**src/rtl/bch_31_encoder.sv**
```systemverilog
`default_nettype none
// ============================================================================
// Module      : bch_31_encoder
// Description : Systematic BCH(31,21) encoder over GF(2^5), p(x)=x^5+x^2+1.
//               Bit-serial LFSR division, one message bit per clock, with an
//               XOR error mask on the presented codeword and a valid/ready
//               handshake on both sides.
// Revision    : 1.0 - initial release
// ============================================================================
module bch_31_encoder #(
  parameter int          N   = 31,
  parameter int          K   = 21,
  parameter logic [10:0] GEN = 11'h769
) (
  input  logic         clk,
  input  logic         rst,
  input  logic [K-1:0] msg,
  input  logic [N-1:0] err_mask,
  input  logic         in_valid,
  output logic         in_ready,
  output logic [N-1:0] cw,
  output logic         out_valid,
  input  logic         out_ready,
  output logic         busy
);

  localparam logic [1:0] IDLE  = 2'd0;
  localparam logic [1:0] SHIFT = 2'd1;
  localparam logic [1:0] DONE  = 2'd2;

  // Index of the final message bit; the shift phase ends on this count.
  localparam logic [4:0] LAST_CNT = 5'(K - 1);

  logic [1:0]     state;
  logic [9:0]     lfsr;
  logic [4:0]     cnt;
  logic [K-1:0]   msg_reg;
  logic [N-1:0]   mask_reg;

  logic           bit_in;
  logic           fb;
  logic [9:0]     lfsr_next;

  // One division step: message enters MSB first, feedback folds in g(x) low bits.
  always_comb begin
    bit_in    = msg_reg[LAST_CNT - cnt];
    fb        = bit_in ^ lfsr[9];
    lfsr_next = {lfsr[8:0], 1'b0} ^ (fb ? GEN[9:0] : 10'h000);
  end

  // Control FSM plus datapath registers; reset discards any partial result.
  always_ff @(posedge clk or posedge rst) begin
    if (rst) begin
      state    <= IDLE;
      lfsr     <= '0;
      cnt      <= '0;
      msg_reg  <= '0;
      mask_reg <= '0;
    end else begin
      case (state)
        IDLE: begin
          if (in_valid) begin
            msg_reg  <= msg;
            mask_reg <= err_mask;
            lfsr     <= '0;
            cnt      <= '0;
            state    <= SHIFT;
          end
        end
        SHIFT: begin
          lfsr <= lfsr_next;
          if (cnt == LAST_CNT) begin
            // Counter parks at zero so it never runs past the last bit index.
            cnt   <= '0;
            state <= DONE;
          end else begin
            cnt <= cnt + 5'd1;
          end
        end
        DONE: begin
          if (out_ready) begin
            state <= IDLE;
          end
        end
        default: state <= IDLE;
      endcase
    end
  end

  // Outputs decode directly from state; codeword is forced to zero outside DONE.
  always_comb begin
    in_ready  = (state == IDLE) & ~rst;
    out_valid = (state == DONE);
    busy      = (state == SHIFT);
    cw        = (state == DONE) ? ({msg_reg, lfsr} ^ mask_reg) : '0;
  end

endmodule
`default_nettype wire
```
**config.mk**
```make
export PLATFORM = sky130hd
export DESIGN_NAME = bch_31_encoder
export DESIGN_NICKNAME = d
export VERILOG_FILES = /design/src/rtl/bch_31_encoder.sv
export SDC_FILE = /design/constraint.sdc
export NUM_CORES = 1
export LEC_CHECK = 0
export CORE_ASPECT_RATIO = 1.25
export CORE_MARGIN = 10
export CORE_UTILIZATION = 53
export CTS_CLUSTER_SIZE = 28
export DETAILED_ROUTE_END_ITERATION = 12
export PLACE_DENSITY = 0.93
export SLEW_MARGIN = 5
export SYNTH_ARGS = -nofsm -noshare
export SYNTH_HDL_FRONTEND = slang
export SYNTH_SLANG_ARGS = --single-unit
```
**constraint.sdc**
```tcl
create_clock -name clk -period 5.61 [get_ports clk]
set_input_delay 1.122 -clock clk [delete_from_list [all_inputs] [get_ports clk]]
set_output_delay 1.122 -clock clk [all_outputs]
set_load 0.03 [all_outputs]
```
==> flow_metrics.py, run 1 <==
metrics = {
    "sta": {
        "worstMarginPinSlew_ns": 0.839,
        "fin_hold_ws_ns": 0.528,
        "grt_setup_unrepaired": "false",
        "slew_violations": 0,
        "slew_headroom_pct": 44.1,
        "hold_viol": 0,
        "post-route-min-period_ns": 3.56,
        "setup_viol": 0,
        "max_freq_ghz": 0.281,
        "setup_tns_ns": 0,
        "finClkSkew_ns": 0.00589,
        "fin_crit_sh_pct": 63.4,
    },
    "worst_setup_path": {
        "ff2ff_path_depth": 8,
        "r2r_setup_slack_ns": 2.57,
        "crit_fanout": 2,
        "r2r-start": "cnt[0]$_DFFE_PP0P_",
        "crit_required_ns": 4.49,
        "crit_path_end_kind": "output port",
        "worst_r2r_endpoint": "lfsr[5]$_DFFE_PP0P_",
        "critical_path_arrival_ns": 2.43,
        "criticalPathCategory": "input port to output port",
        "critPathLaunchType": "input port",
    },
    "placement": {
        "dp_hpwl_um": 5860,
        "dp.cells": 455,
        "routabilityCongestion": 0.789,
        "dpl_cell_area_um2": 4480,
        "io_buffers": 89,
    },
    "synthesis": {
        "synth_compound_area_share_pct": 5.61,
        "synth_top_cell_area_share_pct": 49.0,
        "synth-simple-area-share_pct": 9.76,
        "synth.yosys.seq_area_share_pct": 49.0,
        "postSynthAreaPerCell_um2": 12.0,
        "synth_cell_types": 41,
        "ys_ff_latch": 69,
        "synth_xor_area_share_pct": 11.7,
        "synth_cells": 294,
        "synth_top_cell_by_area": "dfrtp_1",
        "syn_area_um2": 3520,
        "synth_edf_count": 0,
        "syn_nets": 352,
        "synthArstFlopShare_pct": 100,
        "yosysWarnings": 0,
        "yosys-top-cells-area": "dfrtp_1 49%, mux2_2 17%, xnor2_1 8.0%, nor2_1 3.5%, xnor3_1 2.6%",
        "synth_mux_area_share_pct": 20.6,
        "synth_most_common_cell": "dfrtp_1",
        "synth_top_family_by_area": "multiplexers",
        "synthAdderAreaFrac_pct": 0.710,
        "synth_common_cells": "69 x dfrtp_1, 53 x mux2_2, 33 x nor2_1, 32 x xnor2_1",
        "synth_flop_cell": "dfrtp_1",
    },
    "status": {
        "status": "finished clean",
    },
    "clock_network": {
        "clk_latency_ns": 0.33,
        "cts_tree": "built",
        "cts_root_buffer": "clkbuf_8",
        "post_cts_buffers": 0,
        "cts_buffer_depth": 2,
        "numCtsBuffers": 9,
        "clk_pin_slew_worst_paths_ns": 0.07,
        "holdBufCountCts": 0,
        "ctsHtreeMaxLevel": 3,
        "cts_sinks": 69,
        "cts_resized": 0,
    },
    "finish": {
        "num-nets-final": 437,
        "drive_gt1_share_pct": 20.4,
        "layoutNonFillerInstCount": 470,
        "diodes": 0,
        "final_design_area_no_fill_um2": 4660,
        "largest_register_ffs": 31,
        "syn_to_final_growth_pct": 32.2,
    },
    "power": {
        "p_per_area_nw_per_um2": 555,
        "total_power_w": 0.00258,
        "leakage_nw": 1.89,
        "vdd_drop_max_mv": 0.255,
    },
    "drt": {
        "routed_wl_um": 7990,
        "dr.pass1.iters": 4,
        "via_per_inst": 5.29,
        "vias": 2486,
        "wl_per_cell_um": 17.0,
        "drc": 0,
        "antenna_left": 0,
        "drt_iter0_drc": 116,
    },
    "die": {
        "dieArea_um2": 10300,
        "rows": 33,
        "start_util_pct": 54.0,
        "die_w_um": 92.9,
        "dieHeight_um": 111,
        "io_pins": 90,
        "core-area_um2": 6520,
    },
    "global_routing": {
        "antenna_found_initial": 0,
        "grt_pass1_wl_um": 13300,
        "grt_max_degree": 67,
        "grt_overflow": 0,
        "grt_use_total_pct": 15.8,
        "grt_pass1_vias": 2656,
    },
    "job": {
        "maxCapViolations": 0,
    },
    "hold_path": {
        "hold_depth": 1,
        "hold_end": "mask_reg[23]$_DFFE_PP0P_",
        "hold_path.class": "flip-flop to flip-flop",
        "min-delay-start": "mask_reg[23]$_DFFE_PP0P_",
    },
}
[worst max path at each step]
stage | from | endpoint | slack, ns | depth (start not counted)
3_3_place_gp | rst | in_ready | 2.10 | 3
3_5_place_dp | rst | in_ready | 2.04 | 3
2_1_floorplan | rst | in_ready | 2.71 | 1
5_1_grt | rst | in_ready | 1.99 | 3
4_1_cts | rst | in_ready | 2.04 | 3
6_report | rst | in_ready | 2.05 | 3
[cells in the final DEF, fill, tap and decap left out, types with 3 or more instances in the layout]
master	Yosys	final
mux2i_1	3	3
nor3_1	4	4
or3_1	3	3
nand2_1	16	16
xnor2_1	32	32
clkdlybuf4s50_1	0	89
inv_1	5	4
mux2_2	53	53
buf_4	1	3
a21oi_1	3	3
dfrtp_1	69	69
o21ai_0	8	8
xor2_1	3	3
nor2_1	33	33
nand2b_1	5	5
clkbuf_8	0	12
nand3_1	3	3
xnor3_1	4	4
a22o_1	4	4
[kinds of logic (layout without fill, tap and decap cells)]
group / Yosys count / in the layout
AO/OA/AOI/OAI: 27 / 27
XOR/XNOR: 40 / 40
adder cells (fa/ha/maj): 2 / 2
buffers and inverters: 24 / 113
flip-flops: 69 / 69
multiplexers: 60 / 60
AND/OR/NAND/NOR: 72 / 72
[power by group]
| part | switching (W) | internal (W) |
|---|---|---|
| sequential | 0.000264 | 0.000759 |
| clock | 0.000171 | 0.000194 |
| combinational | 0.000464 | 0.000732 |
| total | 0.000899 | 0.00168 |
[routing by layer]
layer  track usage, %  vias to the layer above  wire (um)
met1             17.3                     1216       3190
met5                0                        -          0
li1                 -                     1198          -
met3             5.08                        8        430
met2             27.7                       64       4260
met4             5.46                        0        115
[area by class of cell]
cell class                 count  area, um^2
clock buffer                  14         173
clock inverter                 1        5.00
fill                         501        1870
inverter                       6        22.5
multi-input combinational    201        1710
sequential                    69        1730
tap                           87         109
timing repair buffer          92         913
[per-stage QoR]
step	setup WS (ns)	util, %
5_1_grt	1.99	71.4
6_report	2.05	71.4
4_1_cts	2.04	71.4
3_5_place_dp	2.04	68.7
2_1_floorplan	2.71	-
3_3_place_gp	2.10	68.7
[worst max-delay path, cell delays in order]
cell and delay (ns):
clkdlybuf4s50_1 0.44, nor3_1 0.17, clkdlybuf4s50_1 0.70
(Power assumes the default switching activity.)
==> run 2: changes to the inputs <==
CORE_UTILIZATION = 49   (was 53)
PLACE_DENSITY = 0.87   (was 0.93)
clock period = 3.72 ns   (was 5.61 ns; I/O delays follow)
==> run 2 against run 1 <==
Via count rose by 0.88%. Combinational power rose by 53%. Clock-buffer cell count fell by 5. Sequential power is 49% higher. Critical path type is now flip-flop to output port. Non-clock buffer count is 4 higher. Global-route usage down 0.15 points. Largest cell class unchanged. Register-to-register slack worse by 1.7 ns. Power up 54%.
==> flow_metrics.py, run 2 (synthesized netlist as in run 1, its figures left out) <==
metrics = {
    "finish": {
        "diodes": 0,
        "regArea_um2": 1730,
        "num-nets-final": 441,
        "final_design_area_no_fill_um2": 4710,
        "largest_register_ffs": 31,
        "layout_commonest_cell": "clkdlybuf4s50_1",
        "final_cell_mix": "89 x clkdlybuf4s50_1, 69 x dfrtp_1, 53 x mux2_2",
        "syn_to_final_growth_pct": 33.7,
        "multi_input_area_um2": 1710,
        "drive_gt1_share_pct": 21.9,
        "utilization_pct": 67.6,
        "fillCellCount": 547,
    },
    "sta": {
        "fin_crit_sh_pct": 86.1,
        "grt_setup_unrepaired": "false",
        "hold_viol": 0,
        "setup_tns_ns": 0,
        "max_freq_ghz": 0.312,
        "slew_headroom_pct": 45.6,
        "worstMarginPinSlew_ns": 0.815,
        "slew_violations": 0,
        "finClkSkew_ns": 0.00813,
        "post-route-min-period_ns": 3.20,
        "setup_viol": 0,
    },
    "worst_setup_path": {
        "r2r_setup_slack_ns": 0.89,
        "r2r-start": "cnt[0]$_DFFE_PP0P_",
        "critical_path_arrival_ns": 2.46,
        "crit_path_end_kind": "output port",
        "critPathLaunchType": "flip-flop",
        "crit_fanout": 18,
        "ff2ff_path_depth": 9,
        "criticalPathCategory": "flip-flop to output port",
        "cp-startpoint": "state[0]$_DFFE_PP0P_",
        "crit_required_ns": 2.98,
        "worst_r2r_endpoint": "lfsr[3]$_DFFE_PP0P_",
    },
    "clock_network": {
        "cts_sinks": 69,
        "clk_pin_slew_worst_paths_ns": 0.08,
        "numCtsBuffers": 9,
        "cts_resized": 0,
        "post_cts_buffers": 0,
        "cts_tree": "built",
        "clk_latency_ns": 0.35,
        "ctsHtreeMaxLevel": 3,
        "holdBufCountCts": 0,
        "cts_buffer_depth": 2,
        "cts_root_buffer": "clkbuf_8",
    },
    "drt": {
        "drt_iter0_drc": 140,
        "via_per_inst": 5.25,
        "routed_wl_um": 8200,
        "antenna_left": 0,
        "vias": 2508,
        "drc": 0,
        "dr.pass1.iters": 4,
        "wl_per_cell_um": 17.2,
    },
    "global_routing": {
        "grt_overflow": 0,
        "grt_max_degree": 42,
        "grt_use_total_pct": 15.7,
        "antenna_found_initial": 0,
        "grt_pass1_wl_um": 13600,
        "grt_pass1_vias": 2816,
    },
    "die": {
        "start_util_pct": 50.5,
        "die_w_um": 95.9,
        "core-area_um2": 6980,
        "dieHeight_um": 115,
        "rows": 34,
        "io_pins": 90,
        "dieArea_um2": 11000,
    },
    "job": {
        "maxCapViolations": 0,
    },
    "hold_path": {
        "min-delay-start": "mask_reg[23]$_DFFE_PP0P_",
        "hold_depth": 1,
        "hold_path.class": "flip-flop to flip-flop",
        "hold_end": "mask_reg[23]$_DFFE_PP0P_",
    },
    "power": {
        "vdd_drop_max_mv": 0.421,
        "leakage_nw": 1.90,
        "p_per_area_nw_per_um2": 844,
        "total_power_w": 0.00398,
    },
    "placement": {
        "routabilityCongestion": 0.866,
        "dpl_cell_area_um2": 4510,
        "io_buffers": 89,
        "dp_hpwl_um": 6200,
    },
    "status": {
        "status": "finished clean",
    },
}
-- run 2: cell count changes in the layout (fill, tap and decap cells not counted), sizes merged --
cell / delta
clkinv: +1
bufinv: +1
clkinvlp: +3
inv: +1
clkbuf: -5
buf: +4
-- run 2: area by class of cell --
| class | count | area share [%] |
|---|---|---|
| Clock inverter | 7 | 1.59 |
| Multi-Input combinational cell | 201 | 36.3 |
| Inverter | 6 | 0.478 |
| Timing Repair Buffer | 96 | 20.0 |
| Sequential cell | 69 | 36.6 |
| Tap cell | 90 | 2.39 |
| Clock buffer | 9 | 2.63 |
-- run 2: how the worst max path moves through the flow --
| stage | cells past startpoint | slack [ns] | endpoint |
|---|---|---|---|
| floorplan | 10 | 0.95 | lfsr[3]$_DFFE_PP0P_ |
| global placement | 4 | 0.89 | cw[30] |
| detailed placement | 4 | 0.84 | cw[12] |
| CTS | 4 | 0.46 | cw[12] |
| global route | 4 | 0.37 | cw[13] |
| finish | 4 | 0.52 | cw[12] |
-- run 2: worst max-delay path, stage by stage, from the launching register on --
cell	delay (ns)
dfrtp_1	0.43
nand2b_1	0.46
buf_4	0.36
nor2_1	0.15
clkdlybuf4s50_1	0.71
-- run 2: metal layers --
layer	up-vias	track usage, %	share of wire [%]
met5	-	0	0
met4	0	6.40	2.3
met3	16	5.54	7.0
met2	66	27.8	53
met1	1231	16.3	38
li1	1195	-	-
-- run 2: stage by stage --
stage,instances,hold WS [ns],setup WS [ns]
after floorplan,294,0.492,0.950
after global placement,462,0.512,0.893
after detailed placement,462,0.517,0.839
after CTS,478,0.535,0.455
after global routing,478,0.547,0.366
final,478,0.528,0.515
-- run 2: power by group --
| group | total [W] | switching (W) | leakage [nW] | internal, W |
|---|---|---|---|---|
| Combinational | 0.00184 | 0.000723 | 0.994 | 0.00112 |
| Clock | 0.000617 | 0.000306 | 0.0918 | 0.000311 |
| Sequential | 0.00152 | 0.000378 | 0.818 | 0.00114 |
| Total | 0.00398 | 0.00141 | 1.90 | 0.00257 |
